**src/rtl/pipe_stage_buf.sv**
```systemverilog
// rtl/pipe_stage_buf.sv - two-entry skid-buffer pipeline stage with flush, bubble zeroing and stall counter
module pipe_stage_buf #(
  parameter int CTRL_W = 14,
  parameter int DATA_W = 69,
  parameter int CNT_W  = 16
) (
  input  logic              clk,
  input  logic              rst,
  input  logic              flush,
  input  logic              in_valid,
  output logic              in_ready,
  input  logic [CTRL_W-1:0] in_ctrl,
  input  logic [DATA_W-1:0] in_data,
  output logic              out_valid,
  input  logic              out_ready,
  output logic [CTRL_W-1:0] out_ctrl,
  output logic [DATA_W-1:0] out_data,
  output logic [CNT_W-1:0]  stall_cnt
);

  typedef enum logic [1:0] {
    EMPTY = 2'd0,
    ONE   = 2'd1,
    FULL  = 2'd2
  } state_t;

  state_t            state_q, state_d;
  logic [CTRL_W-1:0] m_ctrl_q, m_ctrl_d;
  logic [DATA_W-1:0] m_data_q, m_data_d;
  logic [CTRL_W-1:0] s_ctrl_q, s_ctrl_d;
  logic [DATA_W-1:0] s_data_q, s_data_d;
  logic [CNT_W-1:0]  stall_cnt_q, stall_cnt_d;

  logic push;
  logic pop;
  logic stall;

  // Handshake outputs depend only on the state register, never on the peer's inputs.
  assign out_valid = (state_q != EMPTY);
  assign in_ready  = (state_q != FULL);
  assign out_ctrl  = m_ctrl_q;
  assign out_data  = m_data_q;
  assign stall_cnt = stall_cnt_q;

  assign push  = in_valid & in_ready;
  assign pop   = out_valid & out_ready;
  assign stall = out_valid & ~out_ready;

  always_comb begin
    state_d  = state_q;
    m_ctrl_d = m_ctrl_q;
    m_data_d = m_data_q;
    s_ctrl_d = s_ctrl_q;
    s_data_d = s_data_q;

    case (state_q)
      EMPTY: begin
        if (push) begin
          m_ctrl_d = in_ctrl;
          m_data_d = in_data;
          state_d  = ONE;
        end
      end
      ONE: begin
        if (push && pop) begin
          m_ctrl_d = in_ctrl;
          m_data_d = in_data;
        end else if (push) begin
          s_ctrl_d = in_ctrl;
          s_data_d = in_data;
          state_d  = FULL;
        end else if (pop) begin
          // Zeroing the head control turns the idle output into a harmless bubble.
          m_ctrl_d = '0;
          state_d  = EMPTY;
        end
      end
      FULL: begin
        if (pop) begin
          m_ctrl_d = s_ctrl_q;
          m_data_d = s_data_q;
          state_d  = ONE;
        end
      end
      default: state_d = EMPTY;
    endcase

    if (flush) begin
      state_d  = EMPTY;
      m_ctrl_d = '0;
      s_ctrl_d = '0;
      m_data_d = m_data_q;
      s_data_d = s_data_q;
    end

    stall_cnt_d = stall_cnt_q;
    if (stall && (stall_cnt_q != {CNT_W{1'b1}})) begin
      stall_cnt_d = stall_cnt_q + CNT_W'(1);
    end
  end

  always_ff @(posedge clk) begin
    if (rst) begin
      state_q     <= EMPTY;
      m_ctrl_q    <= '0;
      m_data_q    <= '0;
      s_ctrl_q    <= '0;
      s_data_q    <= '0;
      stall_cnt_q <= '0;
    end else begin
      state_q     <= state_d;
      m_ctrl_q    <= m_ctrl_d;
      m_data_q    <= m_data_d;
      s_ctrl_q    <= s_ctrl_d;
      s_data_q    <= s_data_d;
      stall_cnt_q <= stall_cnt_d;
    end
  end

endmodule

```
**config.mk**
```make
export PLATFORM = sky130hd
export DESIGN_NAME = pipe_stage_buf
export DESIGN_NICKNAME = d
export VERILOG_FILES = /design/src/rtl/pipe_stage_buf.sv
export SDC_FILE = /design/constraint.sdc
export NUM_CORES = 1
export LEC_CHECK = 0
export ABC_AREA = 1
export ABC_CLOCK_PERIOD_IN_PS = 2300
export BUFFER_PORTS_ARGS = -buffer_cell sky130_fd_sc_hd__buf_2
export CAP_MARGIN = 20
export CORE_ASPECT_RATIO = 1.5
export CORE_MARGIN = 4
export CORE_UTILIZATION = 54
export CTS_CLUSTER_DIAMETER = 100
export DETAILED_ROUTE_END_ITERATION = 8
export GPL_TIMING_DRIVEN = 0
export PLACE_DENSITY = 0.84
export SLEW_MARGIN = 0
export SYNTH_ARGS = -nofsm -noshare
export SYNTH_HDL_FRONTEND = slang
export SYNTH_SLANG_ARGS = --single-unit
```
**constraint.sdc**
```tcl
create_clock -name clk -period 2.3 [get_ports clk]
set_input_delay 0 -clock clk [delete_from_list [all_inputs] [get_ports clk]]
set_output_delay 0 -clock clk [all_outputs]
set_load 0.05 [all_outputs]
```
### After elaboration in Yosys (flattened, before gate mapping)

Cells that the tools add are included.

* register bits after elaboration: 184
* bits of input ports: 88
* output and inout port bits: 101
* word-level logic and storage cells: 51

* add/sub/neg operators: 1
* eq/ne operators: 11
* muxes and demuxes: 16
* bitwise logic cells: 6
* reductions and logical operators: 11

Operators by type and width (number)
* 2-to-1 mux 69 bit: 3
* one-hot mux 69 bit (3 select lines): 1
* 2-to-1 mux 14 bit: 5
* one-hot mux 14 bit (3 select lines): 1
* adder 16 x 1 -> 16 bit, second input constant: 1
* != test 16 bit, second input constant: 1
* 2-to-1 mux 2 bit: 5
* != test 2 bit, second input constant: 5
* AND reduction 5 bit: 2
* != test 3 bit, second input constant: 3
* AND reduction 4 bit: 2
* one-hot mux 2 bit (3 select lines): 1
* AND 1 bit: 3
* NOT 1 bit: 3
* AND reduction 3 bit: 1
* nonzero test 3 bit: 1
* == test 2 x 1 -> 1 bit, second input constant: 1
* == test 2 bit, second input constant: 1
* logical AND 1 bit: 2
* logical NOT 2 bit: 1
* nonzero test 2 bit: 1
* OR reduction 2 bit: 1

### Longest topological paths before layout

* depth in word-level cells: 6
* mapped depth: 13
* mapped depth without buffers: 11

### Worst setup path after synthesis

Ideal clock, no wire load.

* path kind: flip-flop to flip-flop
* start point: register stall_cnt_q[0] (netlist: stall_cnt[0])
* end point: register stall_cnt_q[0] (netlist: stall_cnt[0])
* library setup time: 0.115 ns
* arrival: 1.778 ns
* data required time: 2.185 ns
* setup slack: 0.407 ns
* cell stages (with the launch flop): 10
* period minus slack after synthesis: 1.893 ns
* path through: dfxtp_1 > ha_1 > nand2_1 > nor2_1 > nand2_1 > nor2_1 > nor2_2 > buf_2 > nor2_1 > nor2_1

* word-level cells in the longest chain between the ends: 2

RTL lines
* from (decl): RTL line 32 `logic [CNT_W-1:0] stall_cnt_q, stall_cnt_d;`
* from (signal assigned): RTL line 116 `stall_cnt_q <= stall_cnt_d;`
* branches (longest 2 deep; another with adder 16 x 1 -> 16 bit)

Several ways; the timed one is not identified.
A chain may end at the register's enable or synchronous reset.

### Worst setup path after layout

* start point: register state_q[0]
* end point: register s_data_q[21]

* word-level cells in the longest chain between the ends: 5

RTL lines
* from (decl): RTL line 27 `state_t state_q, state_d;`
* from (signal assigned): RTL line 111 `state_q <= state_d;`
* != test 2 bit or nonzero test 2 bit (tied branches): RTL line 40, 39
* AND 1 bit, on equally long branches: RTL line 45, 46
* logical AND 1 bit: RTL line 65 `if (push && pop) begin`
* NOT 1 bit (no source line)
* AND reduction 4 bit (no source line) (*)
* to (signal assigned): RTL line 115 `s_data_q <= s_data_d;`
* to (decl): RTL line 31 `logic [DATA_W-1:0] s_data_q, s_data_d;`

Mark *: on every way between the ends. The rest lies on a longest branch, timed or not.

==> impl_metrics.json <==
{
  "critPathKind": "flip-flop to flip-flop",
  "cts_root_buf": "sky130_fd_sc_hd__clkbuf_16",
  "rsz0062_at_grt": "false",
  "fin_worst_skew_ns": 0.00764,
  "post_route_cells_drive_above_1_share_pct": 20.3,
  "number_of_nets_produced_by_synthesis": 1158,
  "postSynthRegisterBits": 184,
  "dp_cells": 1448,
  "path_clk_slew_ns": 0.07,
  "total_iterations_of_the_first_detailed_routing_run": 5,
  "cp_num_buf_inv": 6,
  "highest_attainable_clock_frequency_mhz": 463,
  "worstHoldPathType": "input port to flip-flop",
  "grt_pass1_wl_mm": 36.9,
  "cts_max_path_buffers": 2,
  "cts_tree": "done",
  "slew_violations": 0,
  "fp.coreArea_mm2": 0.0145,
  "mean_number_of_vias_per_cell": 5.14,
  "synthXorXnorAreaFrac_pct": 0.661,
  "synth_mux_area_share_pct": 8.69,
  "synth_area_leader_cell": "sky130_fd_sc_hd__dfxtp_1",
  "p_leak_nw": 4.82,
  "wire_length_reported_by_the_detailed_router_mm": 22.6,
  "synth_area_leaders": "sky130_fd_sc_hd__dfxtp_1 (46%), sky130_fd_sc_hd__nor2_1 (15%), sky130_fd_sc_hd__nand2_1 (9.3%), sky130_fd_sc_hd__mux2i_1 (8.7%), sky130_fd_sc_hd__o21ai_0 (5.0%)",
  "largest_stage_delay_on_the_critical_path_ns": 0.39,
  "die_width_um": 107,
  "antenna_violations_before_repair": 0,
  "design.final.nets": 1448,
  "drtAntennaViolNets": 0,
  "totalPowerFinal_mw": 7.90,
  "route.vias.total": 8039,
  "insertion_delay_ns": 0.42,
  "grt_use_total_pct": 27.1,
  "yosys.area_share.simple_pct": 27.1,
  "critical_path_required_ns": 2.60,
  "synth-compound-area-share_pct": 9.66,
  "cp_cell_sequence": "inv_1, ha_1, buf_4, inv_4, nand2_4, nor2_2, inv_2, nor2_4, inv_2, clkbuf_2, nor2_1, nor2_1",
  "antennaDiodeCount": 0,
  "floorplan.die.height_um": 157,
  "layout_worst_path_cycle_share_pct": 93.9,
  "worst-slew-pin-transition_ns": 0.541,
  "yosysUniqueCellTypes": 28,
  "top_level_ports": 189,
  "cpLargestDelayFamily": "buffers and inverters",
  "maximum_number_of_pins_on_one_net_before_global_route_repair": 17,
  "instances_no_fill": 1563,
  "cap_violations": 0,
  "worst_slack_at_placement_ns": 0.129,
  "wl_per_cell_um": 14.5,
  "globalplace.congestion": 0.849,
  "post-route-worst-setup-slack_ns": 0.140,
  "syn_to_final_growth_pct": 32.8,
  "drt_first_iter_violations": 524,
  "grt_pass1_vias": 7991,
  "timing.final.crit_period_ns": 2.16,
  "post-synth-top-area-fraction_pct": 46.3,
  "netlist_instances": 1064,
  "tns_ns": 0,
  "slew-limit-headroom_pct": 63.9,
  "timing.critical_path.slowest_stage_cell": "sky130_fd_sc_hd__dfxtp_1",
  "hold_violations": 0,
  "synthAdderAreaFrac_pct": 0.944,
  "synth.yosys.seq_area_share_pct": 46.3,
  "worst_ep_arrival_time_ns": 2.46,
  "syn_std_cell_area_mm2": 0.00795,
  "outcome": "completed",
  "drc": 0,
  "worst-path-max-fanout": 10,
  "cp-start-kind": "flip-flop",
  "htree_levels": 4,
  "power_density_mw_per_mm2": 748,
  "floorplan.initialDensity_pct": 54.7,
  "portBuffers": 188,
  "hpwl_mm": 14.9,
  "endpoint_kind": "flip-flop",
  "mapped_avg_cell_area_um2": 7.47,
  "gr-total-overflow": 0,
  "combinational_family_with_the_most_area_after_synthesis": "simple AND/OR/NAND/NOR gates",
  "cts_sinks": 184,
  "core.rowCount": 54,
  "setup_viol": 0,
  "cts_made_buffers": 17,
  "ys_warn_count": 0,
  "floorplan.die_area_mm2": 0.0168,
  "peak_vdd_ir_uv": 459
}
==> cells in the mapped netlist, drive strengths merged <==
cell / instances
clkinv: 2
a211oi: 8
clkbuf: 25
dfxtp: 184
o21ai: 92
nor2: 333
a21oi: 48
nand4: 5
nand2: 201
nand3b: 1
xnor2: 2
ha: 6
inv: 34
mux2i: 69
buf: 38
nand3: 12
xor2: 4
==> flip-flops by register name (all words and copies together), names as in the netlist <==
name	cells
out_ctrl	14
state_q	2
s_ctrl_q	14
stall_cnt	16
s_data_q	69
out_data	69
==> placed cells by master (no fill, tap or decap), drive strengths merged <==
cell type    instances
nor2               333
buf                226
nand2              201
dfxtp              184
o21ai               92
dlygate4sd3         83
mux2i               69
a21oi               48
clkbuf              45
inv                 39
nand3               12
a211oi               8
clkinv               7
ha                   6
nand4                5
xor2                 4
xnor2                2
bufinv               2
nand3b               1
==> per-stage QoR <==
step / util [%] / hold slack, ns / instance area (µm²)
global route: 72.7 / 0.105 / 10600
CTS: 72.6 / 0.0457 / 10600
global placement: 62.9 / 0.236 / 9140
floorplan: - / 0.135 / 7950
finish: 72.7 / 0.0826 / 10600
detailed placement: 62.9 / 0.247 / 9140
==> cell families (layout without fill, tap and decap cells) <==
logic type,count (synthesis),in the layout
buffers and inverters,99,402
and+or+nand+nor,552,552
adders and majority gates,6,6
DFF,184,184
AOI/OAI and AO/OA,148,148
xor gates and xnor gates,6,6
muxes,69,69
==> worst register-to-register path: cells and delay by family, from the launching register on <==
kind          cells  cell delay, ns
fa+ha+maj         1            0.20
buf+inv           6            0.82
flops             1            0.39
simple gates      5            0.62
==> report_power, final <==
| part | total, mW | internal [mW] | switching [mW] |
|---|---|---|---|
| registers | 3.46 | 3.37 | 0.0951 |
| logic | 1.51 | 0.483 | 1.03 |
| clock network | 2.92 | 1.65 | 1.27 |
==> worst paths after layout <==
path	startpoint	end	slack, ns	depth (start not counted)
hold / removal	flush	state_q[1]	0.08	4
setup / recovery	state_q[0]	s_data_q[21]	0.14	12
setup reg to reg	state_q[0]	s_data_q[21]	0.14	12
hold reg to reg	s_ctrl_q[12]	s_ctrl_q[12]	0.46	2
==> cell type report <==
cell class | instances | area [µm²]
Fill cell | 1078 | 3970
Multi-Input combinational cell | 781 | 3740
Sequential cell | 184 | 3680
Timing Repair Buffer | 271 | 1770
Clock buffer | 20 | 447
Buffer | 63 | 398
Tap cell | 196 | 245
Clock inverter | 12 | 139
Inverter | 36 | 138
==> routing by layer <==
layer | up-vias | track usage (%) | part of all wire (%)
met1 | 3652 | 29.6 | 38
met4 | 0 | 16.0 | 5.2
li1 | 3970 | - | -
met3 | 100 | 5.53 | 5.2
met2 | 317 | 48.0 | 51
met5 | - | 0 | 0
==> repair_timing <==
item | in CTS | in global routing
setup buffers | 0 | 0
hold endpoints to repair | 165 | 0
gates resized for setup | 0 | 10
hold buffers | 83 | 0
endpoints found under the setup margin | 0 | 18
(Power assumes the default switching activity.)
